**config.mk**
```make
export PLATFORM = sky130hd
export DESIGN_NAME = adder_4bit_behav
export DESIGN_NICKNAME = d
export VERILOG_FILES = /design/src/rtl/adder_pkg.sv /design/src/rtl/full_adder_1bit.sv /design/src/rtl/adder_4bit_behav.sv
export SDC_FILE = /design/constraint.sdc
export NUM_CORES = 1
export LEC_CHECK = 0
export BUFFER_PORTS_ARGS = -buffer_cell sky130_fd_sc_hd__buf_2
export CORE_AREA = 2 2 39 41
export DETAILED_ROUTE_END_ITERATION = 12
export DIE_AREA = 0 0 41 43
export PLACE_DENSITY = 0.6
export SLEW_MARGIN = 10
export SYNTH_ARGS = -nofsm -noshare
export SYNTH_HDL_FRONTEND = slang
export SYNTH_SLANG_ARGS = --single-unit
```
**constraint.sdc**
```tcl
create_clock -name clk -period 0.95 [get_ports clk]
set_input_delay 0.095 -clock clk [delete_from_list [all_inputs] [get_ports clk]]
set_output_delay 0.095 -clock clk [all_outputs]
set_load 0.02 [all_outputs]
```
**src/rtl/adder_pkg.sv**
```systemverilog
// Shared types and constants for the registered 4-bit adder.
//   ADDER_WIDTH : operand/sum width (fixed at 4)
//   operand_t   : unsigned 4-bit operand
//   result_t    : 5-bit {carry, sum} result
package adder_pkg;

  localparam int unsigned ADDER_WIDTH = 4;

  typedef logic [ADDER_WIDTH-1:0] operand_t;
  typedef logic [ADDER_WIDTH:0]   result_t;

endpackage

```
**src/rtl/full_adder_1bit.sv**
```systemverilog
// Single-bit full adder, one stage of the ripple chain.
//   a, b : operand bits
//   cin  : carry in
//   s    : sum bit
//   cout : carry out (majority of a, b, cin)
module full_adder_1bit (
  input  logic a,
  input  logic b,
  input  logic cin,
  output logic s,
  output logic cout
);

  always_comb begin
    s    = a ^ b ^ cin;
    cout = (a & b) | (a & cin) | (b & cin);
  end

endmodule

```
**src/rtl/adder_4bit_behav.sv**
```systemverilog
// Registered 4-bit adder with carry-in/carry-out and a valid strobe.
// Result registers load only when in_valid is high; out_valid follows in_valid every edge.
//   clk       : rising-edge clock
//   rst       : asynchronous active-high reset
//   a, b      : unsigned operands
//   carry_in  : carry into bit 0
//   in_valid  : operands valid this cycle
//   sum       : registered sum
//   carry_out : registered carry out of the MSB
//   out_valid : registered copy of in_valid
//   overflow  : registered signed overflow (only with ADDER_4BIT_OVERFLOW_EN defined)
module adder_4bit_behav
  import adder_pkg::*;
#(
  parameter int unsigned WIDTH = ADDER_WIDTH
) (
  input  logic             clk,
  input  logic             rst,
  input  logic [WIDTH-1:0] a,
  input  logic [WIDTH-1:0] b,
  input  logic             carry_in,
  input  logic             in_valid,
  output logic [WIDTH-1:0] sum,
  output logic             carry_out,
  output logic             out_valid
`ifdef ADDER_4BIT_OVERFLOW_EN
  ,
  output logic             overflow
`endif
);

  // c[i] is the carry into bit i; c[WIDTH] is the final carry out.
  logic [WIDTH:0]   c;
  logic [WIDTH-1:0] s;
  result_t          res;

  assign c[0] = carry_in;

  for (genvar i = 0; i < WIDTH; i++) begin : g_ripple
    full_adder_1bit u_fa (
      .a   (a[i]),
      .b   (b[i]),
      .cin (c[i]),
      .s   (s[i]),
      .cout(c[i+1])
    );
  end

  assign res = {c[WIDTH], s};

  always_ff @(posedge clk or posedge rst) begin
    if (rst) begin
      sum       <= '0;
      carry_out <= 1'b0;
      out_valid <= 1'b0;
    end else begin
      out_valid <= in_valid;
      if (in_valid) begin
        sum       <= res[WIDTH-1:0];
        carry_out <= res[WIDTH];
      end
    end
  end

`ifdef ADDER_4BIT_OVERFLOW_EN
  // Signed overflow: carry into the sign bit differs from carry out of it.
  always_ff @(posedge clk or posedge rst) begin
    if (rst) begin
      overflow <= 1'b0;
    end else if (in_valid) begin
      overflow <= c[WIDTH-1] ^ c[WIDTH];
    end
  end
`endif

endmodule

```
==> implementation parameters, run 1 <==
Parameter                              Value

Pwr
  Leakage dissipation    0.262 nW
  IR drop worst, VDD    0.528 mV
  Total power divided by cell area    1610 nW/µm²
  Switch share    30.7%
  Logic gate share of total power    31.4%
  Fraction of power consumed by sequential logic    39.5%
  Internal power component    0.000563 W
  PnR Total Power    0.000811 W
  Power spent charging and discharging nets    0.000249 W
  Relative contribution of the clock network to total power    29.1%

Placed design
  Worst-case setup slack after placement    -0.887 ns
  Gp weighted congestion    0.650
  Placed instance count    59
  Number of buffer cells added on primary ports    17
  Post-detail-place hpwl    498 µm

Floorplanning
  Full die area    1760 µm²
  Placeable Area    1380 µm²
  Initial core utilization    24.1%
  Die width    41 µm
  Number of standard-cell rows in the floorplan    14
  Die height    43 µm
  Number of top-level design ports    18

Global routing
  First-pass GRT wire length    959 µm
  Largest net degree at the start of global routing    9
  Total congestion overflow after global routing    0
  Initial antenna violation count    0
  Total Routing Usage GR    8.76%
  Number of global-route vias before repair    253

Worst setup path
  Required time of the critical path    1.12 ns
  Setup CP Type    in2reg
  Cell Chain, Critical Path    buf_8 -> clkinv_8 -> fa_2 -> inv_2 -> fa_2 -> fa_2 -> inv_2 -> fa_1 -> mux2i_1
  Crit path launch type    input port
  Setup slack of the worst register-to-register path    0.20 ns
  Worst setup EP type    flip-flop
  Beginning of the worst register-to-register path    sum[1]
  Data arrival time of the worst path    1.70 ns
  Max stage delay on crit path    0.39 ns
  R2r worst-path depth    1
  Reg-to-Reg End    sum[1]
  Launch point of the critical path    a[0]
  Most frequent cell on the critical path    fa_2
  Slowest cell on the critical path    fa_1
  Critical-path maximum fanout    1

Hold path
  Worst min-delay path endpoint    out_valid
  Cell depth of the worst min-delay path    1
  Min-Delay Startpoint    in_valid
  Classification of the worst-slack hold path    in2reg

Synthesis
  Sequential area share after synthesis    45.1%
  Post-synthesis cell area    333 µm²
  Synth warnings    0
  Synthesized net count    43
  Register bit total from synthesis    6
  Distinct cells, synth    8
  Synthesized netlist cell count    27
  Mean instance size in the synthesized netlist    12.3 µm²

Clock network
  Clock latency reported for the late side of the worst-skew pair    0.24 ns
  Number of buffers inserted to repair setup after CTS    0
  Clock Root Buffer    clkbuf_4
  Clock input transition at the sequential cells of the worst setup and hold paths    0.05 ns
  Clock Path Buffers    2
  Num CTS Buffers    3
  # clock sinks    6
  TritonCTS clock tree    yes
  Number of levels the H-tree was split into    1

Timing
  Final setup TNS    -1.71 ns
  Slew at the pin with the worst max-slew slack    0.228 ns
  Final setup viols    4
  Smallest setup slack after layout    -0.581 ns
  Portion of the clock cycle consumed by the worst path in the final layout    161%
  Relative slew slack    84.8%
  Total count of hold-check failures in the final report    0
  Shortest clock period the worst path allows after layout    1.53 ns
  RSZ-0062 raised after global routing    yes
  Highest clock frequency the design can meet    653 MHz
  Final Skew    0 ns
  Number of pins exceeding their max-slew limit in the final report    0

Cells and area
  Highest-count cells in the layout ignoring fill and taps    14 x buf_2, 6 x dfrtp_1, 4 x inv_1
  Number of standard cells in the layout, taps in and fillers out    63
  Most frequent standard cell in the layout excluding fill and tap cells    buf_2
  Nets    65
  Diode insertion count for antenna repair    0
  Area Growth Syn to Fin    51.5%
  Fraction of final layout cells sized beyond drive strength 1    63.8%

Drt
  Number of DRC violations after detailed routing    0
  Total number of vias    243
  Iteration-0 DRC Markers    3
  Detailed-route vias per instance    3.86
  Post-detailed-route wirelength per cell    9.56 µm
  Routed WL    602 µm
  First drt pass iteration count    2
  Antenna-violating nets left    0

Run status
  Outcome    finished with violations
  Violated checks    negative setup slack

Job
  Max-capacitance violation count    0
logic make-up after synthesis:
logic type	Yosys count	synth area share (%)
buf+inv	10	13.5
simple gates	2	2.26
fa+ha+maj	4	24.1
compound gates	2	3.01
mux	3	12.0
flops	6	45.1
stage by stage:
stage / instance area (µm²) / utilization, % / hold WS (ns)
4_1_cts: 499 / 36.1 / 0.0719
5_1_grt: 504 / 36.4 / 0.0734
2_1_floorplan: 348 / - / -0.114
3_5_place_dp: 442 / 31.9 / 0.0217
3_3_place_gp: 442 / 31.9 / 0.0118
6_report: 504 / 36.4 / 0.0823
timing repair:
action / CTS / global route
gates cloned: 0 / 0
endpoints found under the hold margin: 6 / 0
resized for setup: 7 / 1
setup endpoints to repair: 4 / 4
pin swaps: 1 / 1
hold buffers: 1 / 0
layout make-up:
class,count,area [µm²]
tap,16,20.0
fill,145,880
multi-input combinational,11,145
timing repair buffer,18,118
sequential,6,150
clock buffer,3,22.5
inverter,9,48.8
metal layers:
layer	vias to the layer above	GRT usage [%]	share of wire [%]
met2	10	12.5	52
met3	0	4.71	10
li1	117	-	-
met4	0	6.00	0
met1	116	9.43	38
met5	-	0	0
how the worst max path moves through the flow:
stage | slack (ns) | endpoint
finish | -0.58 | sum[3]
global route | -0.65 | sum[3]
CTS | -0.59 | sum[3]
detailed placement | -0.89 | sum[3]
global placement | -0.87 | sum[3]
floorplan | -0.71 | sum[3]
critical path: cells and delay by family:
family	cells	cell delay, ns
adders and majority gates	4	1.25
buffers and inverters	4	0.23
muxes	1	0.13
synth_stat cells:
cell,count,area (µm²)
inv_1,9,33.8
dfrtp_1,6,150
fa_1,4,80.1
a21oi_1,2,10.0
mux2_4,2,30.0
nor2_1,2,7.51
buf_6,1,11.3
mux2i_1,1,10.0
sequential cells by signal, indices dropped and copies added, names as in the netlist:
signal,flops
sum,4
carry_out,1
out_valid,1
power groups by stage:
stage | combinational [W] | sequential, W | clock [W]
after floorplan | 0.0000996 | 0.000381 | 0
after global placement | 0.000240 | 0.000324 | 0
after detailed placement | 0.000247 | 0.000324 | 0
after CTS | 0.000261 | 0.000321 | 0.000249
after global routing | 0.000286 | 0.000326 | 0.000261
final | 0.000255 | 0.000320 | 0.000236
(Power assumes the default switching activity.)
==> inputs of run 2 (changes only) <==
CORE_AREA = default   (was 2 2 39 41)
CORE_UTILIZATION = 25   (was default)
DIE_AREA = default   (was 0 0 41 43)
==> run 2 against run 1 <==
Against the previous run: count of clock-buffer cells in the layout stayed put; sequential share of layout area rose by 0.45 points; via count decreased by 0.82%; combinational power about the same; largest cell class unchanged; final area fell by 1.5%; largest power group unchanged; wire length shrank 2.3%; register-to-register slack barely moved; final cell count is 3.2% lower; the run still ends with negative setup slack left.
==> implementation parameters, run 2 (synthesis results as in run 1) <==
Parameter                              Value

Clock network
  # clock sinks    6
  Number of levels the H-tree was split into    1
  Num CTS Buffers    3
  Clock input transition at the sequential cells of the worst setup and hold paths    0.04 ns
  Clock Path Buffers    2
  Clock Root Buffer    clkbuf_4
  TritonCTS clock tree    yes
  Clock latency reported for the late side of the worst-skew pair    0.24 ns

Drt
  Total number of vias    241
  First drt pass iteration count    4
  Antenna-violating nets left    0
  Iteration-0 DRC Markers    3
  Routed WL    588 µm
  Detailed-route vias per instance    3.95
  Post-detailed-route wirelength per cell    9.64 µm
  Number of DRC violations after detailed routing    0

Timing
  RSZ-0062 raised after global routing    yes
  Highest clock frequency the design can meet    650 MHz
  Final setup TNS    -1.66 ns
  Relative slew slack    85.1%
  Shortest clock period the worst path allows after layout    1.54 ns
  Slew at the pin with the worst max-slew slack    0.223 ns
  Number of pins exceeding their max-slew limit in the final report    0
  Portion of the clock cycle consumed by the worst path in the final layout    162%
  Total count of hold-check failures in the final report    0
  Smallest setup slack after layout    -0.589 ns
  Fin Hold WS    0.0767 ns
  Final Skew    0 ns
  Final setup viols    4

Worst setup path
  Required time of the critical path    1.12 ns
  Data arrival time of the worst path    1.71 ns
  Slowest cell on the critical path    fa_1
  Worst setup EP type    flip-flop
  Setup CP Type    in2reg
  Kind of cell adding the most delay to the critical path    adder cells
  Worst Path Buf+Inv    4
  Most frequent cell on the critical path    fa_2
  Cell Chain, Critical Path    buf_8 -> inv_8 -> fa_2 -> inv_2 -> fa_2 -> fa_2 -> inv_2 -> fa_1 -> mux2i_1
  Crit path launch type    input port
  Critical-path maximum fanout    1
  Max stage delay on crit path    0.39 ns

Pwr
  Total power divided by cell area    1630 nW/µm²
  Leakage dissipation    0.261 nW
  IR drop worst, VDD    0.483 mV

Cells and area
  Diode insertion count for antenna repair    0
  Most frequent standard cell in the layout excluding fill and tap cells    buf_2
  Largest registers ranked by flip-flop count    sum: 4 flops, carry_out: 1 flops, out_valid: 1 flops
  Fraction of final layout cells sized beyond drive strength 1    63.8%
  Area Growth Syn to Fin    49.2%
  Max FFs per register    4
  Register bank with the most flops    sum
  Nets    65
  Finished layout cell area    497 µm²
  Highest-count cells in the layout ignoring fill and taps    14 x buf_2, 6 x dfrtp_1, 4 x inv_1

Floorplanning
  Initial core utilization    28.4%
  Number of standard-cell rows in the floorplan    12
  Number of top-level design ports    18
  Placeable Area    1170 µm²
  Die width    38.5 µm
  Die height    38.5 µm
  Full die area    1480 µm²

Global routing
  Largest net degree at the start of global routing    9
  Initial antenna violation count    0
  Total Routing Usage GR    9.96%
  Total congestion overflow after global routing    0
  Number of global-route vias before repair    227
  First-pass GRT wire length    869 µm

Run status
  Violated checks    negative setup slack
  Outcome    finished with violations

Placed design
  Number of buffer cells added on primary ports    17
  Cell area after placement    439 µm²
  Gp weighted congestion    0.573

Job
  Max-capacitance violation count    0

Hold path
  Classification of the worst-slack hold path    in2reg
-- run 2: changes by cell type in the layout (fill, tap and decap cells not counted) --
cell,delta
clkinv_8,-1
inv_8,+1
-- run 2: worst paths after layout --
kind                          start  cells after the start   endpoint  slack, ns
min                        in_valid                      1  out_valid       0.08
min in group asynchronous       rst                      3     sum[1]       0.30
min reg2reg                  sum[1]                      1     sum[1]       0.50
max                            a[0]                      9     sum[3]      -0.59
max in group asynchronous       rst                      3     sum[2]       0.47
max reg2reg                  sum[2]                      1     sum[2]       0.19
-- run 2: metal layers --
metal	wire length, µm	vias to the layer above	track usage, %
met5	0	-	0
met2	301	12	13.3
met4	8	0	10.3
met1	232	109	9.45
li1	-	118	-
met3	46	2	6.98
-- run 2: per-stage QoR --
step	power (W)	util, %	setup slack [ns]	std cells
floorplan	0.000481	-	-0.709	27
global placement	0.000564	37.5	-0.871	57
detailed placement	0.000570	37.5	-0.892	57
CTS	0.000831	42.2	-0.593	61
global route	0.000871	42.4	-0.652	61
finish	0.000812	42.4	-0.589	61
-- run 2: where the power goes --
part	leakage (nW)	internal [W]	switching, W
Combinational	0.179	0.000119	0.000134
Clock	0.0138	0.000143	0.0000926
Sequential	0.0689	0.000301	0.0000218
Total	0.261	0.000563	0.000249
-- run 2: layout make-up --
| type | count | area [µm²] |
|---|---|---|
| Timing Repair Buffer | 18 | 118 |
| Fill cell | 115 | 674 |
| Multi-Input combinational cell | 11 | 145 |
| Inverter | 9 | 43.8 |
| Sequential cell | 6 | 150 |
| Clock buffer | 3 | 22.5 |
| Tap cell | 14 | 17.5 |
-- run 2: what timing repair did --
item,in CTS,in global routing
gates cloned,0,0
gates resized for setup,6,1
hold buffers,1,0
hold endpoints to repair,6,0
setup endpoints to repair,4,4
buffers inserted,0,0
pin swaps,1,1
